--- src/rtl/mem_pkg.sv ---
// Shared types and helpers for the cached memory front end.
package mem_pkg;

  localparam logic [2:0]  NUM_BYTES_WORD = 3'd4;
  localparam int unsigned WORD_W         = 32;

  typedef enum logic [1:0] {
    ST_IDLE = 2'd0,
    ST_MEM  = 2'd1,
    ST_DONE = 2'd2
  } state_e;

  // Core request latched for the duration of a transaction
  typedef struct packed {
    logic              is_data;
    logic              is_write;
    logic [2:0]        num_bytes;
    logic [WORD_W-1:0] addr;
    logic [WORD_W-1:0] wdata;
  } req_t;

  function automatic int unsigned index_width(input int unsigned lines);
    return $clog2(lines);
  endfunction

  function automatic int unsigned tag_width(input int unsigned addr_w, input int unsigned lines);
    return addr_w - $clog2(lines) - 2;
  endfunction

  function automatic logic is_cacheable(input logic       is_data,
                                        input logic       is_write,
                                        input logic [2:0] num_bytes,
                                        input logic [1:0] addr_lo,
                                        input logic       cache_data);
    return !is_write && (num_bytes == NUM_BYTES_WORD) && (addr_lo == 2'b00) &&
           (!is_data || cache_data);
  endfunction

endpackage

--- src/rtl/mem_cache_controller_if.sv ---
// Core-side level handshake between the RV32E core and the memory front end.
interface mem_cache_controller_if;

  logic        start_request;
  logic        is_data_fetch;
  logic        is_write;
  logic [2:0]  num_bytes;
  logic [31:0] target_address;
  logic [31:0] write_value;
  logic [31:0] fetched_instruction;
  logic [31:0] fetched_data;
  logic        request_done;

  modport master (
    output start_request, is_data_fetch, is_write, num_bytes, target_address, write_value,
    input  fetched_instruction, fetched_data, request_done
  );

  modport slave (
    input  start_request, is_data_fetch, is_write, num_bytes, target_address, write_value,
    output fetched_instruction, fetched_data, request_done
  );

endinterface

--- src/rtl/mem_cache_array.sv ---
// Direct-mapped word store: combinational lookup, synchronous write/invalidate, flush.
module mem_cache_array #(
  parameter int unsigned LINES = 8,
  parameter int unsigned IDX_W = 3,
  parameter int unsigned TAG_W = 19
) (
  input  logic             clk,
  input  logic             rst_n,
  input  logic             flush_i,
  input  logic [IDX_W-1:0] idx_i,
  input  logic [TAG_W-1:0] tag_i,
  output logic             hit_c,
  output logic [31:0]      rd_data_c,
  input  logic             wr_en_i,
  input  logic             inval_en_i,
  input  logic [31:0]      wr_data_i
);

  logic [LINES-1:0] valid_q, valid_d;
  logic [TAG_W-1:0] tag_q  [LINES];
  logic [31:0]      data_q [LINES];

  // A flush in the same cycle makes the lookup see an empty cache
  assign hit_c     = !flush_i && valid_q[idx_i] && (tag_q[idx_i] == tag_i);
  assign rd_data_c = data_q[idx_i];

  always_comb begin
    valid_d = valid_q;
    if (flush_i) begin
      valid_d = '0;
    end else if (wr_en_i) begin
      valid_d[idx_i] = 1'b1;
    end else if (inval_en_i) begin
      valid_d[idx_i] = 1'b0;
    end
  end

  always_ff @(posedge clk or negedge rst_n) begin
    if (!rst_n) begin
      valid_q <= '0;
    end else begin
      valid_q <= valid_d;
    end
  end

  always_ff @(posedge clk) begin
    if (wr_en_i && !flush_i) begin
      tag_q[idx_i]  <= tag_i;
      data_q[idx_i] <= wr_data_i;
    end
  end

endmodule

--- src/rtl/mem_cache_controller.sv ---
// Memory front end with a direct-mapped write-through word cache in front of mem_external.
module mem_cache_controller
  import mem_pkg::*;
#(
  parameter int unsigned ADDR_W     = 24,
  parameter int unsigned LINES      = 8,
  parameter bit          CACHE_DATA = 1'b1,
  parameter int unsigned CNT_W      = 16
) (
  input  logic                   clk,
  input  logic                   rst_n,
  mem_cache_controller_if.slave  core,
  input  logic                   flush,
  output logic                   mem_start_request,
  output logic                   mem_is_write,
  output logic [2:0]             mem_num_bytes,
  output logic [31:0]            mem_address,
  output logic [31:0]            mem_write_value,
  input  logic [31:0]            mem_read_data,
  input  logic                   mem_request_done,
  output logic [CNT_W-1:0]       hit_count,
  output logic [CNT_W-1:0]       miss_count
);

  localparam int unsigned IDX_W = index_width(LINES);
  localparam int unsigned TAG_W = tag_width(ADDR_W, LINES);

  state_e            state_q, state_d;
  req_t              req_q, req_d, core_req;
  logic              cacheable_q, cacheable_d;
  logic              aborted_q, aborted_d;
  logic              flushed_q, flushed_d;
  logic              done_q, done_d;
  logic              mem_start_q, mem_start_d;
  logic [31:0]       finstr_q, finstr_d;
  logic [31:0]       fdata_q, fdata_d;
  logic [CNT_W-1:0]  hit_q, hit_d, miss_q, miss_d;

  logic [IDX_W-1:0]  lk_idx;
  logic [TAG_W-1:0]  lk_tag;
  logic              lk_hit_c;
  logic [31:0]       lk_data_c;
  logic              wr_en, inval_en;
  logic [31:0]       wr_data;
  logic              accept, core_cacheable, finish_to_done;

  always_comb begin
    core_req           = '0;
    core_req.is_data   = core.is_data_fetch;
    core_req.is_write  = core.is_write;
    core_req.num_bytes = core.num_bytes;
    core_req.addr      = core.target_address;
    core_req.wdata     = core.write_value;
  end

  assign core_cacheable = is_cacheable(core.is_data_fetch, core.is_write, core.num_bytes,
                                       core.target_address[1:0], CACHE_DATA);
  assign accept         = core.start_request && !done_q && !mem_request_done;
  assign finish_to_done = !aborted_q && core.start_request;

  // Lookup uses the live core address when idle, the latched one while the SPI transfer runs
  assign lk_idx = (state_q == ST_IDLE) ? core.target_address[IDX_W+1:2]      : req_q.addr[IDX_W+1:2];
  assign lk_tag = (state_q == ST_IDLE) ? core.target_address[ADDR_W-1:IDX_W+2] : req_q.addr[ADDR_W-1:IDX_W+2];

  mem_cache_array #(
    .LINES (LINES),
    .IDX_W (IDX_W),
    .TAG_W (TAG_W)
  ) u_array (
    .clk        (clk),
    .rst_n      (rst_n),
    .flush_i    (flush),
    .idx_i      (lk_idx),
    .tag_i      (lk_tag),
    .hit_c      (lk_hit_c),
    .rd_data_c  (lk_data_c),
    .wr_en_i    (wr_en),
    .inval_en_i (inval_en),
    .wr_data_i  (wr_data)
  );

  always_ff @(posedge clk or negedge rst_n) begin
    if (!rst_n) begin
      state_q <= ST_IDLE;
    end else begin
      state_q <= state_d;
    end
  end

  always_comb begin
    state_d = state_q;
    unique case (state_q)
      ST_IDLE: if (accept) state_d = (core_cacheable && lk_hit_c) ? ST_DONE : ST_MEM;
      ST_MEM:  if (mem_request_done) state_d = finish_to_done ? ST_DONE : ST_IDLE;
      ST_DONE: if (!core.start_request) state_d = ST_IDLE;
      default: state_d = ST_IDLE;
    endcase
  end

  always_comb begin
    req_d       = req_q;
    cacheable_d = cacheable_q;
    aborted_d   = aborted_q;
    flushed_d   = flushed_q;
    done_d      = done_q;
    mem_start_d = mem_start_q;
    finstr_d    = finstr_q;
    fdata_d     = fdata_q;
    hit_d       = hit_q;
    miss_d      = miss_q;
    wr_en       = 1'b0;
    inval_en    = 1'b0;
    wr_data     = req_q.wdata;
    unique case (state_q)
      ST_IDLE: begin
        aborted_d = 1'b0;
        flushed_d = 1'b0;
        if (accept) begin
          req_d       = core_req;
          cacheable_d = core_cacheable;
          if (core_cacheable && lk_hit_c) begin
            done_d   = 1'b1;
            finstr_d = core_req.is_data ? 32'd0 : lk_data_c;
            fdata_d  = core_req.is_data ? lk_data_c : 32'd0;
            hit_d    = (&hit_q) ? hit_q : hit_q + CNT_W'(1);
          end else begin
            mem_start_d = 1'b1;
            if (core_cacheable) miss_d = (&miss_q) ? miss_q : miss_q + CNT_W'(1);
          end
        end
      end
      ST_MEM: begin
        if (!core.start_request) aborted_d = 1'b1;
        if (flush) flushed_d = 1'b1;
        if (mem_request_done) begin
          mem_start_d = 1'b0;
          // A fill fetched across a flush may be stale, so it is dropped
          if (cacheable_q) begin
            wr_en   = !flushed_q;
            wr_data = mem_read_data;
          end else if (req_q.is_write && lk_hit_c) begin
            if ((req_q.num_bytes == NUM_BYTES_WORD) && (req_q.addr[1:0] == 2'b00)) wr_en = 1'b1;
            else inval_en = 1'b1;
          end
          if (finish_to_done) begin
            done_d   = 1'b1;
            finstr_d = req_q.is_data ? 32'd0 : mem_read_data;
            fdata_d  = req_q.is_data ? mem_read_data : 32'd0;
          end
        end
      end
      ST_DONE: begin
        if (!core.start_request) begin
          done_d   = 1'b0;
          finstr_d = 32'd0;
          fdata_d  = 32'd0;
        end
      end
      default: ;
    endcase
  end

  always_ff @(posedge clk or negedge rst_n) begin
    if (!rst_n) begin
      req_q       <= '0;
      cacheable_q <= 1'b0;
      aborted_q   <= 1'b0;
      flushed_q   <= 1'b0;
      done_q      <= 1'b0;
      mem_start_q <= 1'b0;
      finstr_q    <= '0;
      fdata_q     <= '0;
      hit_q       <= '0;
      miss_q      <= '0;
    end else begin
      req_q       <= req_d;
      cacheable_q <= cacheable_d;
      aborted_q   <= aborted_d;
      flushed_q   <= flushed_d;
      done_q      <= done_d;
      mem_start_q <= mem_start_d;
      finstr_q    <= finstr_d;
      fdata_q     <= fdata_d;
      hit_q       <= hit_d;
      miss_q      <= miss_d;
    end
  end

  assign core.request_done        = done_q;
  assign core.fetched_instruction = finstr_q;
  assign core.fetched_data        = fdata_q;
  assign mem_start_request        = mem_start_q;
  assign mem_is_write             = req_q.is_write;
  assign mem_num_bytes            = req_q.num_bytes;
  assign mem_address              = req_q.addr;
  assign mem_write_value          = req_q.wdata;
  assign hit_count                = hit_q;
  assign miss_count               = miss_q;

endmodule

--- src/flat_wrapper.sv ---
// flat-port wrapper written by rule: the top's interface ports become plain ports
module mem_cache_controller_flat import mem_pkg::*;
#(
  parameter int unsigned ADDR_W     = 24,
  parameter int unsigned LINES      = 8,
  parameter bit          CACHE_DATA = 1'b1,
  parameter int unsigned CNT_W      = 16
)
  (clk, rst_n, flush, mem_start_request, mem_is_write, mem_num_bytes, mem_address, mem_write_value, mem_read_data, mem_request_done, hit_count, miss_count, core_start_request, core_is_data_fetch, core_is_write, core_num_bytes, core_target_address, core_write_value, core_fetched_instruction, core_fetched_data, core_request_done);
  mem_cache_controller_if core_i ();
  input  logic clk;
  input  logic rst_n;
  input  logic flush;
  output logic mem_start_request;
  output logic mem_is_write;
  output logic [2:0] mem_num_bytes;
  output logic [31:0] mem_address;
  output logic [31:0] mem_write_value;
  input  logic [31:0] mem_read_data;
  input  logic mem_request_done;
  output logic [CNT_W-1:0] hit_count;
  output logic [CNT_W-1:0] miss_count;
  input wire logic [$bits(core_i.start_request)-1:0] core_start_request;
  input wire logic [$bits(core_i.is_data_fetch)-1:0] core_is_data_fetch;
  input wire logic [$bits(core_i.is_write)-1:0] core_is_write;
  input wire logic [$bits(core_i.num_bytes)-1:0] core_num_bytes;
  input wire logic [$bits(core_i.target_address)-1:0] core_target_address;
  input wire logic [$bits(core_i.write_value)-1:0] core_write_value;
  output wire logic [$bits(core_i.fetched_instruction)-1:0] core_fetched_instruction;
  output wire logic [$bits(core_i.fetched_data)-1:0] core_fetched_data;
  output wire logic [$bits(core_i.request_done)-1:0] core_request_done;
  assign core_i.start_request = core_start_request;
  assign core_i.is_data_fetch = core_is_data_fetch;
  assign core_i.is_write = core_is_write;
  assign core_i.num_bytes = core_num_bytes;
  assign core_i.target_address = core_target_address;
  assign core_i.write_value = core_write_value;
  assign core_fetched_instruction = core_i.fetched_instruction;
  assign core_fetched_data = core_i.fetched_data;
  assign core_request_done = core_i.request_done;
  mem_cache_controller #(.ADDR_W(ADDR_W), .LINES(LINES), .CACHE_DATA(CACHE_DATA), .CNT_W(CNT_W)) u_core (.clk(clk), .rst_n(rst_n), .core(core_i), .flush(flush), .mem_start_request(mem_start_request), .mem_is_write(mem_is_write), .mem_num_bytes(mem_num_bytes), .mem_address(mem_address), .mem_write_value(mem_write_value), .mem_read_data(mem_read_data), .mem_request_done(mem_request_done), .hit_count(hit_count), .miss_count(miss_count));
endmodule
--- config.mk ---
export PLATFORM = sky130hd
export DESIGN_NAME = mem_cache_controller_flat
export DESIGN_NICKNAME = d
export VERILOG_FILES = /design/src/rtl/mem_pkg.sv /design/src/rtl/mem_cache_controller_if.sv /design/src/rtl/mem_cache_array.sv /design/src/rtl/mem_cache_controller.sv /design/src/flat_wrapper.sv
export SDC_FILE = /design/constraint.sdc
export NUM_CORES = 1
export LEC_CHECK = 0
export CORE_MARGIN = 2
export CORE_UTILIZATION = 31
export CTS_CLUSTER_SIZE = 30
export DETAILED_ROUTE_END_ITERATION = 16
export GPL_ROUTABILITY_DRIVEN = 0
export SYNTH_ARGS = -nofsm -noshare
export SYNTH_HDL_FRONTEND = slang
export SYNTH_SLANG_ARGS = --single-unit
--- constraint.sdc ---
create_clock -name clk -period 7.4 [get_ports clk]
set_input_delay 0.74 -clock clk [delete_from_list [all_inputs] [get_ports clk]]
set_output_delay 0.74 -clock clk [all_outputs]
set_load 0.01 [all_outputs]
==> impl_metrics.yaml <==
floorplan:
  die_y_um: 290.2
  start_util_pct: 31.42
  dieArea_mm2: 0.08421
  rows: 104
  io_pins: 272
  core_mm2: 0.08081
  fp.dieW_um: 290.2
synth:
  netlist_area_mm2: 0.02539
  ys_ff_latch: 588
  synth_top_area_share_pct: 48.25
  synthFlopType: "edfxtp_1"
  yosys_warnings: 0
  synth_top_area_cell: "edfxtp_1"
  synthCells: 1940
  syn_nets: 2052
  yosysSeqAreaShare_pct: 65.99
  avgSynthCellArea_um2: 13.09
  synthTopCellsByArea: "edfxtp_1 (48%), dfrtp_1 (18%), mux2_2 (4.9%)"
  synth_edf_count: 408
  ys_types: 75
  synthArstFlopShare_pct: 30.61
global_route:
  grt_max_degree: 76
  grt_pass1_wl_um: 109500
  antenna_found_initial: 0
  grt-ovfl-total: 0
  grt_pass1_vias: 17150
  global_route.usage.total_pct: 16.90
final_layout:
  instances_no_fill: 3241
  fin_nets: 2239
  syn2layout_area_growth_pct: 22.07
  drive_gt1_share_pct: 13.48
  n_antenna_cell: 0
clock_tree:
  cts_setup_buffers: 0
  clk_latency_ps: 620
  cts_sinks: 588
  htree_levels: 3
  hold_buffers: 0
  postCtsResizedCells: 0
  cts_buffer_depth: 3
  clk_pin_slew_ps: 60
  cts_buffers: 69
  cts_root_buf: "clkbuf_16"
  cts_tree: "yes"
critical_path:
  arrival_ps: 6340
  cp-end-kind: "flop"
  path_cells: "inv_1 -> ha_2 -> nand3_1 -> nand2_1 -> a32oi_1 -> and3_1 -> nor4_1 -> o2111ai_1 -> or4_1 -> o21ai_4 -> buf_4 -> a21oi_1"
  cp_slowest_cell: "or4_1"
  cp_max_fo: 65
  required_ps: 7850
  max_stage_delay_ps: 940
  setup.worst_path.class: "flop to flop"
  start_kind: "flop"
  startpoint: "u_core.state_q[0]$_DFFE_PN0P_"
  reg2reg_from: "u_core.state_q[0]$_DFFE_PN0P_"
timing:
  tightestPinTransition_ps: 1160
  final-setup-viol-count: 0
  period_needed_ps: 5895
  final_hold_viol_count: 0
  hold_slack_ps: 131.2
  setup_tns_ps: 0
  min_period_over_period_pct: 79.66
  maxSlewViolCount: 0
  grt_setup_unrepaired: "no"
  max_slew_margin_pct: 21.64
  fin_skew_ps: 32.21
  max_freq_mhz: 169.6
  fin_ws_ps: 1505
placement:
  dpl_worst_slack_ps: 1384
  dp_hpwl_um: 45570
  dp.cells: 3116
  port_buffers: 271
route:
  vias: 17130
  drc_errors: 0
  drt_pass1_iterations: 5
  drt_iter0_markers: 1671
  totalWireLength_um: 73030
  antenna_left: 0
  via_per_inst: 5.286
  avgRoutedWirePerCell_um: 22.53
power_and_ir_drop:
  ir_drop_uv: 142.9
  pwr_density_cell_mw_per_mm2: 226.5
  p_leak_nw: 11.06
  power_mw: 7.021
job:
  drv_cap: 0
min_path:
  hp-class: "primary input to asynchronous set/reset pin"
outcome:
  status: "finished clean"
[per-stage QoR]
step,instance area [µm²],utilization [%]
3_3_place_gp,28830,35.68
5_1_grt,30990,38.36
3_5_place_dp,28830,35.68
2_1_floorplan,25390,-
4_1_cts,30990,38.36
6_report,30990,38.36
[worst max-delay path, delay by kind of cell (launching register included)]
kind                     cells  cell delay, ps
AO/OA/AOI/OAI                4             830
buffers and inverters        2             700
adder cells (fa/ha/maj)      1             780
AND/OR/NAND/NOR              5            2890
flip-flops                   1             400
[cell usage after synthesis, types with 21 or more instances]
cell type and number:
xnor2_1 30, edfxtp_1 408, a21oi_1 160, nand2_1 87
o22ai_1 118, buf_4 70, o21ai_0 30, mux2_2 111
inv_1 25, mux2i_1 36, dfrtp_1 180, clkbuf_1 85
a211oi_1 69, nand2b_1 66, buf_2 33, nand4_1 21
nand3_1 21, and3_1 28, nor2_1 131
[cell families after synthesis]
logic type / count (synthesis) / synth area share (%)
AO/OA/AOI/OAI: 485 / 12.24
multiplexers: 147 / 6.342
flip-flops: 588 / 65.99
buffers and inverters: 226 / 4.686
AND/OR/NAND/NOR: 451 / 9.166
adder cells (fa/ha/maj): 6 / 0.2957
XOR/XNOR: 37 / 1.276
[area by class of cell]
type	instances	area [µm²]
clock buffers	91	1861
clock inverters	34	301.5
fillers	7531	49810
inverters	25	93.84
multi-input cells	1126	7594
flip-flops and latches	588	16760
well taps	1060	1326
repair buffers	317	3063
[routing by layer]
metal	vias up	wire [µm]	GRT usage (%)
li1	7678	-	-
met1	8747	31230	22.40
met2	599	35790	28.38
met3	107	4531	3.350
met4	0	1478	4.230
met5	-	0	0
[power by group]
part                  switching (mW)  internal, mW
combinational                  0.169         0.101
clock                           1.39          1.86
sequential     0.0000000000000000120          3.50
total                           1.56          5.47
[final timing paths]
path | to | slack, ps | depth (start not counted)
max | u_core.core.fetched_instruction[3]$_DFFE_PN0P_ | 1500 | 12
min | u_core.hit_count[6]$_DFFE_PN0P_ | 130 | 1
max reg2reg | u_core.core.fetched_instruction[3]$_DFFE_PN0P_ | 1500 | 12
min reg2reg | u_core.miss_count[5]$_DFFE_PN0P_ | 490 | 1
max in group asynchronous | u_core.core.fetched_data[9]$_DFFE_PN0P_ | 5990 | 2
min in group clk | u_core.miss_count[5]$_DFFE_PN0P_ | 490 | 1
[state kept, by name, indices dropped and copies added (netlist names)]
name                             count
u_core.u_array.data_q              256
u_core.u_array.tag_q               152
u_core.core.fetched_data            32
u_core.core.fetched_instruction     32
u_core.mem_address                  32
u_core.mem_write_value              32
u_core.hit_count                    16
u_core.miss_count                   16
u_core.u_array.valid_q               8
u_core.mem_num_bytes                 3
u_core.state_q                       2
u_core.aborted_q                     1
u_core.cacheable_q                   1
u_core.core.request_done             1
u_core.flushed_q                     1
u_core.mem_is_write                  1
u_core.mem_start_request             1
u_core.req_q                         1
[placed cells by master (no fill, tap or decap), drive strengths merged, types with 16 or more instances in the layout]
cell / n
nand2b: 66
a21oi: 160
clkinv: 23
mux2: 111
clkdlybuf4s50: 270
inv: 29
a211oi: 69
o21ai: 31
nand3: 21
clkbuf: 91
a32oi: 19
nor3: 16
edfxtp: 408
and3: 28
nor2b: 16
o22ai: 118
nor2: 132
nand4: 21
dfrtp: 180
xnor2: 30
buf: 47
nand2: 89
mux2i: 36
(Power assumes the default switching activity.)
